**config.mk**
```make
export PLATFORM = sky130hd
export DESIGN_NAME = mem_arbiter
export DESIGN_NICKNAME = d
export VERILOG_FILES = /design/src/rtl/mem_arbiter_pkg.sv /design/src/rtl/mem_lat_counter.sv /design/src/rtl/mem_arbiter.sv
export SDC_FILE = /design/constraint.sdc
export NUM_CORES = 1
export LEC_CHECK = 0
export CAP_MARGIN = 0
export CELL_PAD_IN_SITES_DETAIL_PLACEMENT = 1
export CELL_PAD_IN_SITES_GLOBAL_PLACEMENT = 2
export CORE_MARGIN = 2
export CORE_UTILIZATION = 24
export CTS_BUF_LIST = sky130_fd_sc_hd__clkbuf_16
export CTS_CLUSTER_SIZE = 20
export DETAILED_ROUTE_END_ITERATION = 10
export PLACE_DENSITY_LB_ADDON = 0.1
export SLEW_MARGIN = 30
export SYNTH_ARGS = -nofsm -noshare
export SYNTH_HDL_FRONTEND = slang
export SYNTH_SLANG_ARGS = --single-unit
```
**constraint.sdc**
```tcl
create_clock -name clk -period 2.5 [get_ports clk]
set_clock_uncertainty 0.1 [all_clocks]
set_input_delay 0.5 -clock clk [delete_from_list [all_inputs] [get_ports clk]]
set_output_delay 0.5 -clock clk [all_outputs]
set_load 0.02 [all_outputs]
```
**src/rtl/mem_arbiter_pkg.sv**
```systemverilog
// Shared encodings and defaults for the instruction/data memory arbiter.
package mem_arbiter_pkg;

    localparam int DEF_MEM_LAT    = 4;
    localparam int DEF_STARVE_MAX = 2;
    localparam int CNT_W          = 4;
    localparam int STREAK_W       = 4;

    typedef enum logic [1:0] {
        IDLE   = 2'd0,
        BUSY_I = 2'd1,
        BUSY_D = 2'd2,
        GAP    = 2'd3
    } arb_state_e;

endpackage

```
**src/rtl/mem_lat_counter.sv**
```systemverilog
// Access latency counter: clear on grant, count while busy, flag the last cycle.
module mem_lat_counter
    import mem_arbiter_pkg::*;
#(
    parameter int LAT = DEF_MEM_LAT
) (
    input  logic clk,
    input  logic rst_n,
    input  logic clr_i,
    input  logic en_i,
    output logic tc_o
);

    localparam logic [CNT_W-1:0] TERM = CNT_W'(LAT - 1);

    logic [CNT_W-1:0] cnt_q, cnt_d;

    always_comb begin
        cnt_d = cnt_q;
        if (clr_i) begin
            cnt_d = '0;
        end else if (en_i) begin
            cnt_d = cnt_q + 1'b1;
        end
    end

    always_ff @(posedge clk or negedge rst_n) begin
        if (!rst_n) begin
            cnt_q <= '0;
        end else begin
            cnt_q <= cnt_d;
        end
    end

    assign tc_o = (cnt_q == TERM);

endmodule

```
**src/rtl/mem_arbiter.sv**
```systemverilog
// Two-requester (fetch/data) arbiter in front of a single fixed-latency memory.
module mem_arbiter
    import mem_arbiter_pkg::*;
#(
    parameter int MEM_LAT    = DEF_MEM_LAT,
    parameter int STARVE_MAX = DEF_STARVE_MAX
) (
    input  logic        clk,
    input  logic        rst_n,
    input  logic        i_req,
    input  logic [15:0] i_addr,
    output logic        i_done,
    input  logic        d_req,
    input  logic        d_wr,
    input  logic [15:0] d_addr,
    input  logic [15:0] d_wdata,
    output logic        d_done,
    output logic [15:0] rdata,
    output logic        busy,
    output logic        mem_enable,
    output logic        mem_wr,
    output logic [15:0] mem_addr,
    output logic [15:0] mem_data_in,
    input  logic [15:0] mem_data_out
);

    localparam logic [STREAK_W-1:0] SMAX = STREAK_W'(STARVE_MAX);

    arb_state_e          state_q;
    logic [15:0]         addr_q;
    logic [15:0]         wdata_q;
    logic [15:0]         rdata_q;
    logic                wr_q;
    logic                en_q;
    logic                mwr_q;
    logic [STREAK_W-1:0] streak_q;

    logic in_busy;
    logic grant;
    logic d_win;
    logic tc;

    assign in_busy = (state_q == BUSY_I) || (state_q == BUSY_D);
    assign grant   = (state_q == IDLE) && (i_req || d_req);
    // Data normally wins; a waiting fetch wins once data has had its streak.
    assign d_win   = d_req && !(i_req && (streak_q == SMAX));

    mem_lat_counter #(
        .LAT (MEM_LAT)
    ) u_cnt (
        .clk   (clk),
        .rst_n (rst_n),
        .clr_i (grant),
        .en_i  (in_busy),
        .tc_o  (tc)
    );

    always_ff @(posedge clk or negedge rst_n) begin
        if (!rst_n) begin
            state_q  <= IDLE;
            addr_q   <= '0;
            wdata_q  <= '0;
            rdata_q  <= '0;
            wr_q     <= 1'b0;
            en_q     <= 1'b0;
            mwr_q    <= 1'b0;
            streak_q <= '0;
        end else begin
            en_q  <= 1'b0;
            mwr_q <= 1'b0;
            unique case (state_q)
                IDLE: begin
                    if (d_win) begin
                        state_q <= BUSY_D;
                        addr_q  <= d_addr;
                        wdata_q <= d_wdata;
                        wr_q    <= d_wr;
                        en_q    <= 1'b1;
                        mwr_q   <= d_wr;
                        if (!i_req) begin
                            streak_q <= '0;
                        end else if (streak_q != SMAX) begin
                            streak_q <= streak_q + 1'b1;
                        end
                    end else if (i_req) begin
                        state_q  <= BUSY_I;
                        addr_q   <= i_addr;
                        wdata_q  <= '0;
                        wr_q     <= 1'b0;
                        en_q     <= 1'b1;
                        streak_q <= '0;
                    end
                end
                BUSY_I, BUSY_D: begin
                    if (tc) begin
                        state_q <= GAP;
                        if (!wr_q) begin
                            rdata_q <= mem_data_out;
                        end
                    end
                end
                GAP: begin
                    state_q <= IDLE;
                end
                default: begin
                    state_q <= IDLE;
                end
            endcase
        end
    end

    assign i_done      = (state_q == BUSY_I) && tc;
    assign d_done      = (state_q == BUSY_D) && tc;
    assign busy        = (state_q != IDLE);
    assign rdata       = rdata_q;
    assign mem_enable  = en_q;
    assign mem_wr      = mwr_q;
    assign mem_addr    = addr_q;
    assign mem_data_in = wdata_q;

endmodule

```
# Word level (Yosys, flattened, before mapping)
# Cells that the tools add are included.
# totals
out_inout_bits	53
reg_bits	61
# classes
n_reduce_logical	17
bitwise_logic	1
add_sub_neg	2
muxes	21
eq_ne	9
# op_table
op	n
$mux 16	4
$mux 4	6
$add 4x1->4 const B	2
$eq 4x2->1 const B	2
$mux 1	7
$mux 2	3
$pmux 2 s3	1
$reduce_and 3->1	2
$reduce_bool 2->1	3
$logic_and 1x1->1	5
$eq 2x2->1 const B	2
$ne 4x2->1 const B	1
$reduce_and 2->1	2
$ne 3x2->1 const B	1
$ne 3x3->1 const B	1
$eq 2x1->1 const B	1
$logic_not 2->1	1
$logic_or 1x1->1	2
$ne 2x2->1 const B	1
$reduce_or 2->1	1
$logic_not 1->1	1
$not 1->1	1

# Logic depth before layout (Yosys ltp)
# logic_depth
word_depth	6
depth_mapped	8

# Modules after synthesis
# A second synthesis with hierarchy kept.
# unflattened
hier_cells	261
area_unflattened_um2	2781.4
# by_module_without_submodules
module	instances	area_each_um2	cells_per_inst
mem_arbiter	1	2581.2	244
mem_lat_counter	1	200.2	17

# Worst setup path after synthesis
# No wires, ideal clock.
# synth_timing
path_kind	register to register
from	reg state_q[0]
to	reg rdata_q[10], in the netlist rdata[10]
required_ps	2275
path_stages_with_launch	8
setup_slack_ps	538
period_less_slack_ps	1962
arrival_ps	1737
cell_sequence	dfrtp_1 inv_1 ha_1 buf_4 nand2_2 nor4_4 buf_6 mux2_2
# synth_between
elab_chain_cells	3
elab_cells_between_ends	4
classes_between	eq/ne: 2; reduce/logical: 2
# synth_rtl
item	line_no	source
start, declared	mem_arbiter.sv:29	arb_state_e state_q;
start signal, assigned	mem_arbiter.sv:60	state_q <= IDLE;
start signal, assigned	mem_arbiter.sv:74	state_q <= BUSY_D;
start signal, assigned	mem_arbiter.sv:86	state_q <= BUSY_I;
$eq 2x1->1 / $eq 2x2->1 (equally long branches)	mem_arbiter.sv:71	unique case (state_q)
$reduce_or 2->1 *	mem_arbiter.sv:71	
$reduce_and 3->1 (no line) *	n/a	
end signal, assigned	mem_arbiter.sv:98	rdata_q <= mem_data_out;
end, declared	mem_arbiter.sv:32	logic [15:0] rdata_q;
# Every way passes the cells marked *; elsewhere a longest branch is shown, timed or not.
# A chain may end at the register's enable or synchronous reset.

# Worst setup path after layout
# layout_timing
from	reg state_q[0]
to	out busy
# layout_between
elab_chain_cells	1
# layout_rtl
item	line_no	source
$reduce_bool 2->1	mem_arbiter.sv:114	assign busy = (state_q != IDLE);
end, declared	mem_arbiter.sv:19	output logic busy,
# Every way passes these cells.

==> summary.md <==
| Metric | Value |
|---|---|
| Via/cell ratio | `4.56` |
| Max stage delay on crit path | `0.63 ns` |
| Post-synth net total | `345` |
| Worst slack, placed | `0.143 ns` |
| Post-synth top cells | `68 x nand2_1, 61 x dfrtp_1, 22 x nand4_1, 18 x o21ai_0, 17 x o211ai_1` |
| Clock Latency Late Sink | `0.32 ns` |
| Final setup margin | `0.189 ns` |
| Top_reg_cell synth | `dfrtp_1` |
| Synth Area in XOR/XNOR | `0.943%` |
| Core ar. | `11,400 um^2` |
| Critical path's most frequent cell | `inv_1` |
| Cell Rows | `39` |
| Total GRT Usage | `14.3%` |
| Final setup TNS | `0 ns` |
| Yosys warns | `0` |
| Clock tree buffer depth | `2` |
| RSZ-0062 raised after global routing | `false` |
| Max-slew violations | `0` |
| Startpoint Class | `register` |
| DR pass1 iterations | `4` |
| Io pins | `122` |
| Synthesized cell area | `2790 um^2` |
| Syn Area/Cell | `10.3 um^2` |
| Post-synthesis compound-gate area fraction | `10.5%` |
| Maxcap violations | `0` |
| # H-tree levels | `3` |
| Seq/Total Area, Yosys | `54.8%` |
| Actual slew at the worst max-slew pin | `0.583 ns` |
| Critical-path top delay cell | `clkdlybuf4s50_1` |
| Peak supply drop | `433 uV` |
| First-pass GRT wire length | `14,400 um` |
| Via Count | `2,483` |
| Post-DP Area | `4210 um^2` |
| Largest net degree at the start of global routing | `39` |
| Vias in the first global route | `2,812` |
| Top cells by area, synth | `dfrtp_1 55%, nand2_1 9.2%, mux2_2 6.5%` |
| DRT antenna net count | `0` |
| Max-slew headroom | `61.1%` |
| Area grow syn2layout | `61.7%` |
| Synth Instances | `270` |
| Final net count | `471` |
| Most frequent cell after synthesis | `nand2_1` |
| Clock sink count | `61` |
| Mux share of post-synthesis cell area | `6.83%` |
| Final setup fails | `0` |
| CTS Buf Count | `9` |
| Post-synth top area share | `54.8%` |
| FF+latch count, synth | `61` |
| Critical Path End Type | `output pin` |
| Worst-path clk slew | `0.06 ns` |
| Crit path cell chain | `inv_1, ha_1, inv_1, clkdlybuf4s50_1` |
| Status | `finished clean` |
| Hold violation count in the final report | `0` |
| Port buffer count | `121` |
| Power per cell area | `1260 nW/um^2` |
| Critical path peak fanout | `3` |
| Total Wirelength | `8540 um` |
| Final Power | `5.66 mW` |
| DRC | `0` |
| Die area | `12,500 um^2` |
| Hold Worst Slack | `0.0771 ns` |
| Die Y | `112 um` |
| Initial core utilization | `24.5%` |
| Max frequency | `0.433 GHz` |
| Leakage | `1.89 nW` |
| Synth unique cells | `37` |
| Routed WL per cell | `15.7 um` |
| Antenna diodes | `0` |
| WP data arrival | `1.71 ns` |
| Largest family of logic cells by synthesized area | `simple AND/OR/NAND/NOR gates` |
| RD Place Congestion | `0.714` |
| Simple-Gate Fraction of Synth Area | `19.5%` |
| Final worst path period need | `2.31 ns` |
| Share of cells above drive strength 1 | `13.0%` |
| Antenna violations before repair | `0` |
| Setup repair bufs after CTS | `0` |
| DRT iter0 DRCs | `61` |
| Number of synthesized flops with an enable pin | `0` |
| Hold crit path type | `in2async` |
| TritonCTS clock tree | `built` |
| Async SR Flop Fraction | `100%` |
| Adder-Cell Fraction of Synth Area | `2.70%` |
| Worst EP required | `1.90 ns` |
| Hpwl dp | `5980 um` |
| Total gr overflow | `0` |
| Post-route cell area | `4500 um^2` |
| Area leader, netlist | `dfrtp_1` |
| Share of the clock period used by the worst path | `92.5%` |
| Worst Setup Path Type | `reg2out` |
| Die Wd | `112 um` |
| Root Buffer | `clkbuf_16` |
[kinds of logic (layout without fill, tap and decap cells)]
family                   Yosys count  in the layout
XOR/XNOR                           3              3
buffers and inverters             28            159
flip-flops                        61             61
multiplexers                      17             17
AND/OR/NAND/NOR                  111            111
adder cells (fa/ha/maj)            6              6
AO/OA/AOI/OAI                     44             44
[per-layer routing]
metal | vias up | part of all wire (%) | global-route usage [%]
met5 | - | 0 | 0
met2 | 73 | 48 | 24.3
met3 | 8 | 5.3 | 3.76
met1 | 1207 | 45 | 17.9
met4 | 0 | 1.3 | 4.44
li1 | 1195 | - | -
[what timing repair did]
action	CTS	global route
endpoints found under the setup margin	2	0
hold buffers	0	0
endpoints found under the hold margin	0	0
gates resized for setup	4	0
[power breakdown]
group	internal [mW]	leakage [nW]	switching, mW
sequential	1.44	0.777	0.278
clock	0.757	0.145	0.440
combinational	1.30	0.963	1.44
[stage by stage]
stage / cells / util [%]
2_1_floorplan: 270 / -
3_3_place_gp: 528 / 37.0
3_5_place_dp: 528 / 37.0
4_1_cts: 544 / 39.6
5_1_grt: 544 / 39.6
6_report: 544 / 39.6
[final cells by class]
type,count,area [um^2]
clock buffers,9,225
inverters,7,26.3
well taps,143,179
fillers,1297,6870
flip-flops and latches,61,1530
multi-input cells,181,1150
clock inverters,7,58.8
repair buffers,136,1340
[state kept, by name, summed over array words and instances (netlist names)]
name,flops
mem_wr,1
mem_data_in,16
mem_addr,16
u_cnt.cnt_q,4
streak_q,4
mem_enable,1
rdata,16
state_q,2
wr_q,1
[cell usage in the layout (no fill, tap or decap), types with 8 or more instances in the layout]
| cell type | n |
|---|---|
| o21ai_0 | 18 |
| inv_1 | 8 |
| mux2_2 | 16 |
| clkbuf_16 | 9 |
| clkdlybuf4s50_1 | 118 |
| dfrtp_1 | 61 |
| nand2_1 | 68 |
| buf_4 | 13 |
| o211ai_1 | 17 |
| nand4_1 | 22 |
[critical path, delay by kind of cell, from the launching register on]
| kind | cells | cell delay, ns |
|---|---|---|
| buffers and inverters | 3 | 0.79 |
| DFF | 1 | 0.37 |
| adders and majority gates | 1 | 0.24 |
[final timing paths]
kind / start / endpoint / slack, ns / depth (start not counted)
setup / recovery: state_q[0] / busy / 0.19 / 4
hold / removal: rst_n / rdata[13] / 0.08 / 1
setup reg to reg: state_q[0] / mem_data_in[8] / 0.43 / 8
hold reg to reg: mem_data_in[3] / mem_data_in[3] / 0.38 / 2
max in group asynchronous: rst_n / rdata[11] / 1.60 / 2
min in group clk: mem_data_in[3] / mem_data_in[3] / 0.38 / 2
No activity file was read; power rests on OpenSTA's default activity.
